[src/rtl/sr_frame_sequencer_pkg.sv]
// Shared state encoding, error codes and default sizes for the I/Q frame sequencer.
package sr_frame_sequencer_pkg;

  typedef enum logic [2:0] {
    ST_IDLE      = 3'd0,
    ST_COLLECT   = 3'd1,
    ST_SORT_WAIT = 3'd2,
    ST_CLUSTER   = 3'd3,
    ST_CLASSIFY  = 3'd4,
    ST_RESULT    = 3'd5
  } state_t;

  localparam logic [1:0] ERR_NONE = 2'd0;
  localparam logic [1:0] ERR_SORT = 2'd1;
  localparam logic [1:0] ERR_CLUS = 2'd2;
  localparam logic [1:0] ERR_MLP  = 2'd3;

  localparam int DEF_N_SAMPLES = 1000;
  localparam int DEF_FEAT_W    = 10;
  localparam int DEF_FRAC_W    = 7;
  localparam int DEF_RESULT_W  = 24;
  localparam int DEF_CLASS_W   = 4;
  localparam int DEF_TIMEOUT   = 65535;

  function automatic logic is_wait_state(input state_t s);
    return (s == ST_SORT_WAIT) || (s == ST_CLUSTER) || (s == ST_CLASSIFY);
  endfunction

endpackage

[src/rtl/sr_frame_sequencer_watchdog.sv]
// Cycle counter for the wait states; expired flags the TIMEOUT-th cycle spent in a state.
module sr_frame_sequencer_watchdog
  import sr_frame_sequencer_pkg::*;
#(
  parameter int TIMEOUT = DEF_TIMEOUT
) (
  input  logic i_clk,
  input  logic i_rst_n,
  input  logic i_clear,
  input  logic i_en,
  output logic o_expired
);

  localparam int WD_W = $clog2(TIMEOUT + 1);

  logic [WD_W-1:0] r_cnt;

  always_ff @(posedge i_clk or negedge i_rst_n) begin
    if (!i_rst_n) begin
      r_cnt <= '0;
    end else if (i_clear) begin
      r_cnt <= '0;
    end else if (i_en) begin
      r_cnt <= r_cnt + WD_W'(1);
    end
  end

  // r_cnt holds the number of completed cycles, so TIMEOUT-1 marks the TIMEOUT-th one
  assign o_expired = i_en && (r_cnt == WD_W'(TIMEOUT - 1));

endmodule

[src/rtl/sr_frame_sequencer.sv]
// Frame controller: collects a feature frame, sequences sort/DBSCAN/MLP and holds the result.
module sr_frame_sequencer
  import sr_frame_sequencer_pkg::*;
#(
  parameter int N_SAMPLES  = DEF_N_SAMPLES,
  parameter int FEAT_W     = DEF_FEAT_W,
  parameter int FRAC_W     = DEF_FRAC_W,
  parameter int RESULT_W   = DEF_RESULT_W,
  parameter int CLASS_W    = DEF_CLASS_W,
  parameter int TIMEOUT    = DEF_TIMEOUT,
  parameter int AUTO_REARM = 0
) (
  input  logic                i_clk,
  input  logic                i_rst_n,
  input  logic                i_start,
  input  logic                i_abort,
  input  logic                i_s_valid,
  output logic                o_s_ready,
  input  logic [FEAT_W-1:0]   i_s_abs,
  input  logic [FEAT_W-1:0]   i_s_arg,
  output logic                o_sort_valid,
  output logic [FEAT_W-1:0]   o_sort_abs,
  output logic [FEAT_W-1:0]   o_sort_arg,
  output logic                o_sort_last,
  input  logic                i_sort_final,
  output logic                o_clus_start,
  input  logic                i_clus_done,
  input  logic [FEAT_W-1:0]   i_clus_abs,
  input  logic [FEAT_W-1:0]   i_clus_arg,
  output logic                o_mlp_en,
  output logic [RESULT_W-1:0] o_mlp_in0,
  output logic [RESULT_W-1:0] o_mlp_in1,
  input  logic                i_mlp_done,
  input  logic [CLASS_W-1:0]  i_mlp_class,
  input  logic [RESULT_W-1:0] i_mlp_reg,
  output logic                o_res_valid,
  input  logic                i_res_ready,
  output logic [CLASS_W-1:0]  o_res_class,
  output logic [RESULT_W-1:0] o_res_reg,
  output logic [7:0]          o_res_frame,
  output logic                o_busy,
  output logic [1:0]          o_err_code
);

  localparam int CNT_W = $clog2(N_SAMPLES);

  if (FEAT_W + FRAC_W > RESULT_W) begin : g_width_check
    $error("FEAT_W + FRAC_W must not exceed RESULT_W");
  end

  function automatic logic [RESULT_W-1:0] pack_feat(input logic [FEAT_W-1:0] f);
    logic [RESULT_W-1:0] v;
    v = '0;
    v[FEAT_W+FRAC_W-1:FRAC_W] = f;
    return v;
  endfunction

  state_t              r_state;
  state_t              w_nxt;
  logic [1:0]          r_err;
  logic [1:0]          w_err_nxt;
  logic [CNT_W-1:0]    r_cnt;
  logic [7:0]          r_frame;
  logic                r_s_ready, r_busy, r_mlp_en, r_res_valid;
  logic                r_sort_valid, r_sort_last, r_clus_start;
  logic [FEAT_W-1:0]   r_sort_abs, r_sort_arg, r_clus_abs, r_clus_arg;
  logic [CLASS_W-1:0]  r_res_class;
  logic [RESULT_W-1:0] r_res_reg;
  logic                w_accept, w_last_beat, w_clus_ok, w_expired;

  assign w_accept    = r_s_ready && i_s_valid && !i_abort;
  assign w_last_beat = w_accept && (r_cnt == CNT_W'(N_SAMPLES - 1));
  // clus_start is high exactly on the first CLUSTER cycle, when done is not yet trusted
  assign w_clus_ok   = i_clus_done && !r_clus_start;

  sr_frame_sequencer_watchdog #(.TIMEOUT(TIMEOUT)) u_wdog (
    .i_clk     (i_clk),
    .i_rst_n   (i_rst_n),
    .i_clear   (w_nxt != r_state),
    .i_en      (is_wait_state(r_state)),
    .o_expired (w_expired)
  );

  always_comb begin
    w_nxt     = r_state;
    w_err_nxt = r_err;
    if (i_abort) begin
      w_nxt = ST_IDLE;
    end else begin
      case (r_state)
        ST_IDLE:      if (i_start) begin w_nxt = ST_COLLECT; w_err_nxt = ERR_NONE; end
        ST_COLLECT:   if (w_last_beat) w_nxt = ST_SORT_WAIT;
        ST_SORT_WAIT: if (i_sort_final) w_nxt = ST_CLUSTER;
                      else if (w_expired) begin w_nxt = ST_IDLE; w_err_nxt = ERR_SORT; end
        ST_CLUSTER:   if (w_clus_ok) w_nxt = ST_CLASSIFY;
                      else if (w_expired) begin w_nxt = ST_IDLE; w_err_nxt = ERR_CLUS; end
        ST_CLASSIFY:  if (i_mlp_done) w_nxt = ST_RESULT;
                      else if (w_expired) begin w_nxt = ST_IDLE; w_err_nxt = ERR_MLP; end
        ST_RESULT:    if (i_res_ready) w_nxt = (AUTO_REARM != 0) ? ST_COLLECT : ST_IDLE;
        default:      w_nxt = ST_IDLE;
      endcase
    end
  end

  always_ff @(posedge i_clk or negedge i_rst_n) begin
    if (!i_rst_n) begin
      r_state      <= ST_IDLE;
      r_err        <= ERR_NONE;
      r_cnt        <= '0;
      r_frame      <= '0;
      r_s_ready    <= 1'b0;
      r_busy       <= 1'b0;
      r_mlp_en     <= 1'b0;
      r_res_valid  <= 1'b0;
      r_sort_valid <= 1'b0;
      r_sort_last  <= 1'b0;
      r_clus_start <= 1'b0;
      r_sort_abs   <= '0;
      r_sort_arg   <= '0;
      r_clus_abs   <= '0;
      r_clus_arg   <= '0;
      r_res_class  <= '0;
      r_res_reg    <= '0;
    end else begin
      r_state      <= w_nxt;
      r_err        <= w_err_nxt;
      r_s_ready    <= (w_nxt == ST_COLLECT);
      r_busy       <= (w_nxt != ST_IDLE);
      r_mlp_en     <= (w_nxt == ST_CLASSIFY);
      r_res_valid  <= (w_nxt == ST_RESULT);
      r_sort_valid <= w_accept;
      r_sort_last  <= w_last_beat;
      r_clus_start <= (w_nxt == ST_CLUSTER) && (r_state != ST_CLUSTER);
      if (w_accept) begin
        r_sort_abs <= i_s_abs;
        r_sort_arg <= i_s_arg;
      end
      if (i_abort || w_last_beat) begin
        r_cnt <= '0;
      end else if (w_accept) begin
        r_cnt <= r_cnt + CNT_W'(1);
      end
      if (r_state == ST_CLUSTER && w_nxt == ST_CLASSIFY) begin
        r_clus_abs <= i_clus_abs;
        r_clus_arg <= i_clus_arg;
      end
      if (r_state == ST_CLASSIFY && w_nxt == ST_RESULT) begin
        r_res_class <= i_mlp_class;
        r_res_reg   <= i_mlp_reg;
      end
      if (r_state == ST_RESULT && i_res_ready && !i_abort) begin
        r_frame <= r_frame + 8'd1;
      end
    end
  end

  assign o_s_ready    = r_s_ready;
  assign o_busy       = r_busy;
  assign o_mlp_en     = r_mlp_en;
  assign o_res_valid  = r_res_valid;
  assign o_sort_valid = r_sort_valid;
  assign o_sort_last  = r_sort_last;
  assign o_sort_abs   = r_sort_abs;
  assign o_sort_arg   = r_sort_arg;
  assign o_clus_start = r_clus_start;
  assign o_mlp_in0    = pack_feat(r_clus_arg);
  assign o_mlp_in1    = pack_feat(r_clus_abs);
  assign o_res_class  = r_res_class;
  assign o_res_reg    = r_res_reg;
  assign o_res_frame  = r_frame;
  assign o_err_code   = r_err;

endmodule

[config.mk]
export PLATFORM = sky130hd
export DESIGN_NAME = sr_frame_sequencer
export DESIGN_NICKNAME = d
export VERILOG_FILES = /design/src/rtl/sr_frame_sequencer_pkg.sv /design/src/rtl/sr_frame_sequencer_watchdog.sv /design/src/rtl/sr_frame_sequencer.sv
export SDC_FILE = /design/constraint.sdc
export NUM_CORES = 1
export LEC_CHECK = 0
export BUFFER_PORTS_ARGS = -buffer_cell sky130_fd_sc_hd__buf_4
export CAP_MARGIN = 20
export CELL_PAD_IN_SITES_DETAIL_PLACEMENT = 1
export CELL_PAD_IN_SITES_GLOBAL_PLACEMENT = 2
export CORE_UTILIZATION = 33
export DETAILED_ROUTE_END_ITERATION = 7
export PLACE_DENSITY = 0.9
export SYNTH_ARGS = -nofsm -noshare
export SYNTH_HDL_FRONTEND = slang
export SYNTH_SLANG_ARGS = --single-unit
[constraint.sdc]
create_clock -name i_clk -period 4.85 [get_ports i_clk]
set_input_delay 0.485 -clock i_clk [delete_from_list [all_inputs] [get_ports i_clk]]
set_output_delay 0.485 -clock i_clk [all_outputs]
set_load 0.05 [all_outputs]
==> impl_metrics.env <==
export IMPL_critPathKind="register to register"
export IMPL_synth_edf_count=0
export IMPL_synth_cell_types=49
export IMPL_clock_sinks=114
export IMPL_dr_pass1_iters=4
export IMPL_fp_dieH_um=128
export IMPL_status="finished clean"
export IMPL_wl_per_cell_um=16.3
export IMPL_dieWidth_um=128
export IMPL_antenna_found_initial=0
export IMPL_rows=45
export IMPL_fin_util_pct=46.3
export IMPL_reg2reg_to="o_res_class[1]"
export IMPL_cp_max_fo=28
export IMPL_max_cap_viol_count=0
export IMPL_setup_viol=0
export IMPL_ant_nets=0
export IMPL_ctsHoldBuffers=0
export IMPL_cts_setup_buffers=0
export IMPL_htree_levels=4
export IMPL_cp_required_ps=5140
export IMPL_area_growth_pct=35.8
export IMPL_yosys_warnings=0
export IMPL_finalHoldViolCount=0
export IMPL_ctsResizeCount=0
export IMPL_worstMarginPinSlew_ps=876
export IMPL_cts_root_buffer="clkbuf_16"
export IMPL_grt_start_max_net_pins=62
export IMPL_drt_met1_wl_um=5430
export IMPL_reg2reg_from="o_s_ready"
export IMPL_clk_pin_slew_ps=50
export IMPL_worstPathArrival_ps=3180
export IMPL_core_region_area_um2=15300
export IMPL_grt_pass1_vias=4143
export IMPL_powerDensity_nw_per_um2=412
export IMPL_rsz0062_at_grt="false"
export IMPL_rrSetupSlack_ps=1970
export IMPL_topRoutingLayerUsed="met4"
export IMPL_critPathCaptureType="register"
export IMPL_reg2reg_depth=7
export IMPL_fin_cells=841
export IMPL_met3RoutedLength_um=770
export IMPL_fin_crit_ps=2880
export IMPL_fin_skew_ps=9.75
export IMPL_grt_use_total_pct=17.6
export IMPL_tns_ps=0
export IMPL_fin_crit_sh_pct=59.5
export IMPL_drv_slew=0
export IMPL_largest_reg_flops=24
export IMPL_hpwl_um=9980
export IMPL_numCtsBuffers=17
export IMPL_fp_dieArea_um2=16300
export IMPL_start_util_pct=34.1
export IMPL_routed_wl_um=13700
export IMPL_synth_cells=453
export IMPL_routed_wl_met2_um=7250
export IMPL_drt_iter0_drc=159
export IMPL_hp_class="primary input to async pin"
export IMPL_place_congestion=0.822
export IMPL_drive_gt1_share_pct=39.7
export IMPL_place_inst=809
export IMPL_peakVddDrop_v=0.000266
export IMPL_overflow=0
export IMPL_leakage_nw=3.75
export IMPL_synthArstFlopShare_pct=100
export IMPL_drc=0
export IMPL_via_count=3897
export IMPL_ys_seq_elements=114
export IMPL_fmax_mhz=347
export IMPL_cts_max_path_buffers=2
export IMPL_max_slew_margin_pct=41.6
export IMPL_whs_ps=153
export IMPL_synth_ff_type="dfrtp_1"
export IMPL_io_buffers=161
export IMPL_via_per_inst=4.63
export IMPL_syn_cell_area_um2=5230
export IMPL_syn_avg_cell_area_um2=11.5
export IMPL_nets=698
export IMPL_antenna_diode_count=0
export IMPL_clkLatencyLatePin_ps=410
export IMPL_startpoint_type="register"
export IMPL_yosysSeqAreaShare_pct=54.6
export IMPL_cts_tree="yes"
export IMPL_grt_pass1_wl_um=21900
export IMPL_ios=190
cell usage in the layout (no fill, tap or decap), types with 2 or more instances in the layout:
| cell type | n |
|---|---|
| a211oi_1 | 4 |
| a21o_1 | 2 |
| a21oi_1 | 7 |
| a31oi_1 | 2 |
| and3_1 | 5 |
| and4_1 | 6 |
| buf_4 | 163 |
| bufinv_16 | 2 |
| clkbuf_1 | 2 |
| clkbuf_16 | 17 |
| clkbuf_8 | 5 |
| clkinv_2 | 3 |
| clkinv_4 | 2 |
| conb_1 | 28 |
| dfrtp_1 | 114 |
| ha_1 | 4 |
| inv_1 | 8 |
| mux2_2 | 30 |
| mux2_4 | 20 |
| mux2i_1 | 2 |
| nand2_1 | 78 |
| nand2b_1 | 5 |
| nand3_1 | 10 |
| nand3b_1 | 2 |
| nand4_1 | 8 |
| nor2_1 | 34 |
| nor2b_1 | 2 |
| nor3_1 | 4 |
| nor3b_1 | 2 |
| nor4_1 | 2 |
| o21ai_0 | 6 |
| or3_1 | 4 |
| xnor2_1 | 11 |
| xor2_1 | 19 |
cell type report:
| type | count | area [um2] |
|---|---|---|
| flip-flops and latches | 114 | 2850 |
| inverters | 8 | 30.0 |
| fillers | 1681 | 8220 |
| well taps | 211 | 264 |
| clock inverters | 8 | 100 |
| repair buffers | 163 | 1220 |
| multi-input cells | 313 | 2130 |
| clock buffers | 24 | 502 |
cell usage after synthesis (4+ instances only):
| master | instances | area share (%) |
|---|---|---|
| dfrtp_1 | 114 | 55 |
| nand2_1 | 78 | 5.6 |
| nor2_1 | 34 | 2.4 |
| mux2_2 | 30 | 6.5 |
| buf_4 | 29 | 4.2 |
| mux2_4 | 20 | 5.7 |
| xor2_1 | 19 | 3.2 |
| xnor2_1 | 11 | 1.8 |
| clkbuf_1 | 10 | 0.72 |
| nand3_1 | 10 | 0.96 |
| inv_1 | 8 | 0.57 |
| nand4_1 | 8 | 0.96 |
| a21oi_1 | 7 | 0.67 |
| and4_1 | 6 | 1.0 |
| o21ai_0 | 6 | 0.57 |
| and3_1 | 5 | 0.60 |
| nand2b_1 | 5 | 0.60 |
| a211oi_1 | 4 | 0.57 |
| ha_1 | 4 | 0.96 |
| nor3_1 | 4 | 0.38 |
| or3_1 | 4 | 0.48 |
cells by family after synthesis:
kind of cell	count (synthesis)	synth area share (%)
compound gates	31	4.64
xor+xnor	30	5.03
fa+ha+maj	4	0.957
buf+inv	53	6.70
flops	114	54.6
mux	52	12.6
other cells	1	0.0717
simple gates	168	15.4
how the worst max path moves through the flow:
| stage | from | depth (start not counted) | endpoint | slack, ps |
|---|---|---|---|---|
| 2_1_floorplan | o_s_ready | 8 | o_res_reg[10] | 2290 |
| 3_3_place_gp | i_abort | 8 | o_res_class[1] | 1740 |
| 3_5_place_dp | i_abort | 8 | o_res_reg[22] | 1620 |
| 4_1_cts | o_s_ready | 7 | o_res_reg[22] | 1940 |
| 5_1_grt | o_s_ready | 7 | o_res_reg[22] | 1810 |
| 6_report | o_s_ready | 7 | o_res_class[1] | 1970 |
metrics by stage:
step / power, W / worst slack [ps] / instance area [um2]
global route: 0.00304 / 1810 / 7100
CTS: 0.00296 / 1940 / 7100
finish: 0.00292 / 1970 / 7100
floorplan: 0.00148 / 2290 / 5330
detailed placement: 0.00169 / 1620 / 6500
global placement: 0.00167 / 1740 / 6500
metal layers:
metal / vias up / track usage (%)
li1: 1801 / -
met3: 22 / 5.84
met1: 1960 / 19.7
met4: 0 / 6.92
met5: - / 0
met2: 114 / 30.9
report_power, final:
group	internal, W	total (W)	switching [W]
Sequential	0.00102	0.00107	0.0000477
Clock	0.000822	0.00125	0.000430
Combinational	0.000182	0.000599	0.000416
Total	0.00203	0.00292	0.000895
critical path, stage by stage (launching register included):
cell and delay [ps]:
dfrtp_1 410, nand3b_4 300, nor4_4 530, o31ai_2 150
o31ai_4 380, nand3b_1 160, buf_4 410, mux2_2 400
Note: power is estimated with default switching activity, not from simulation.
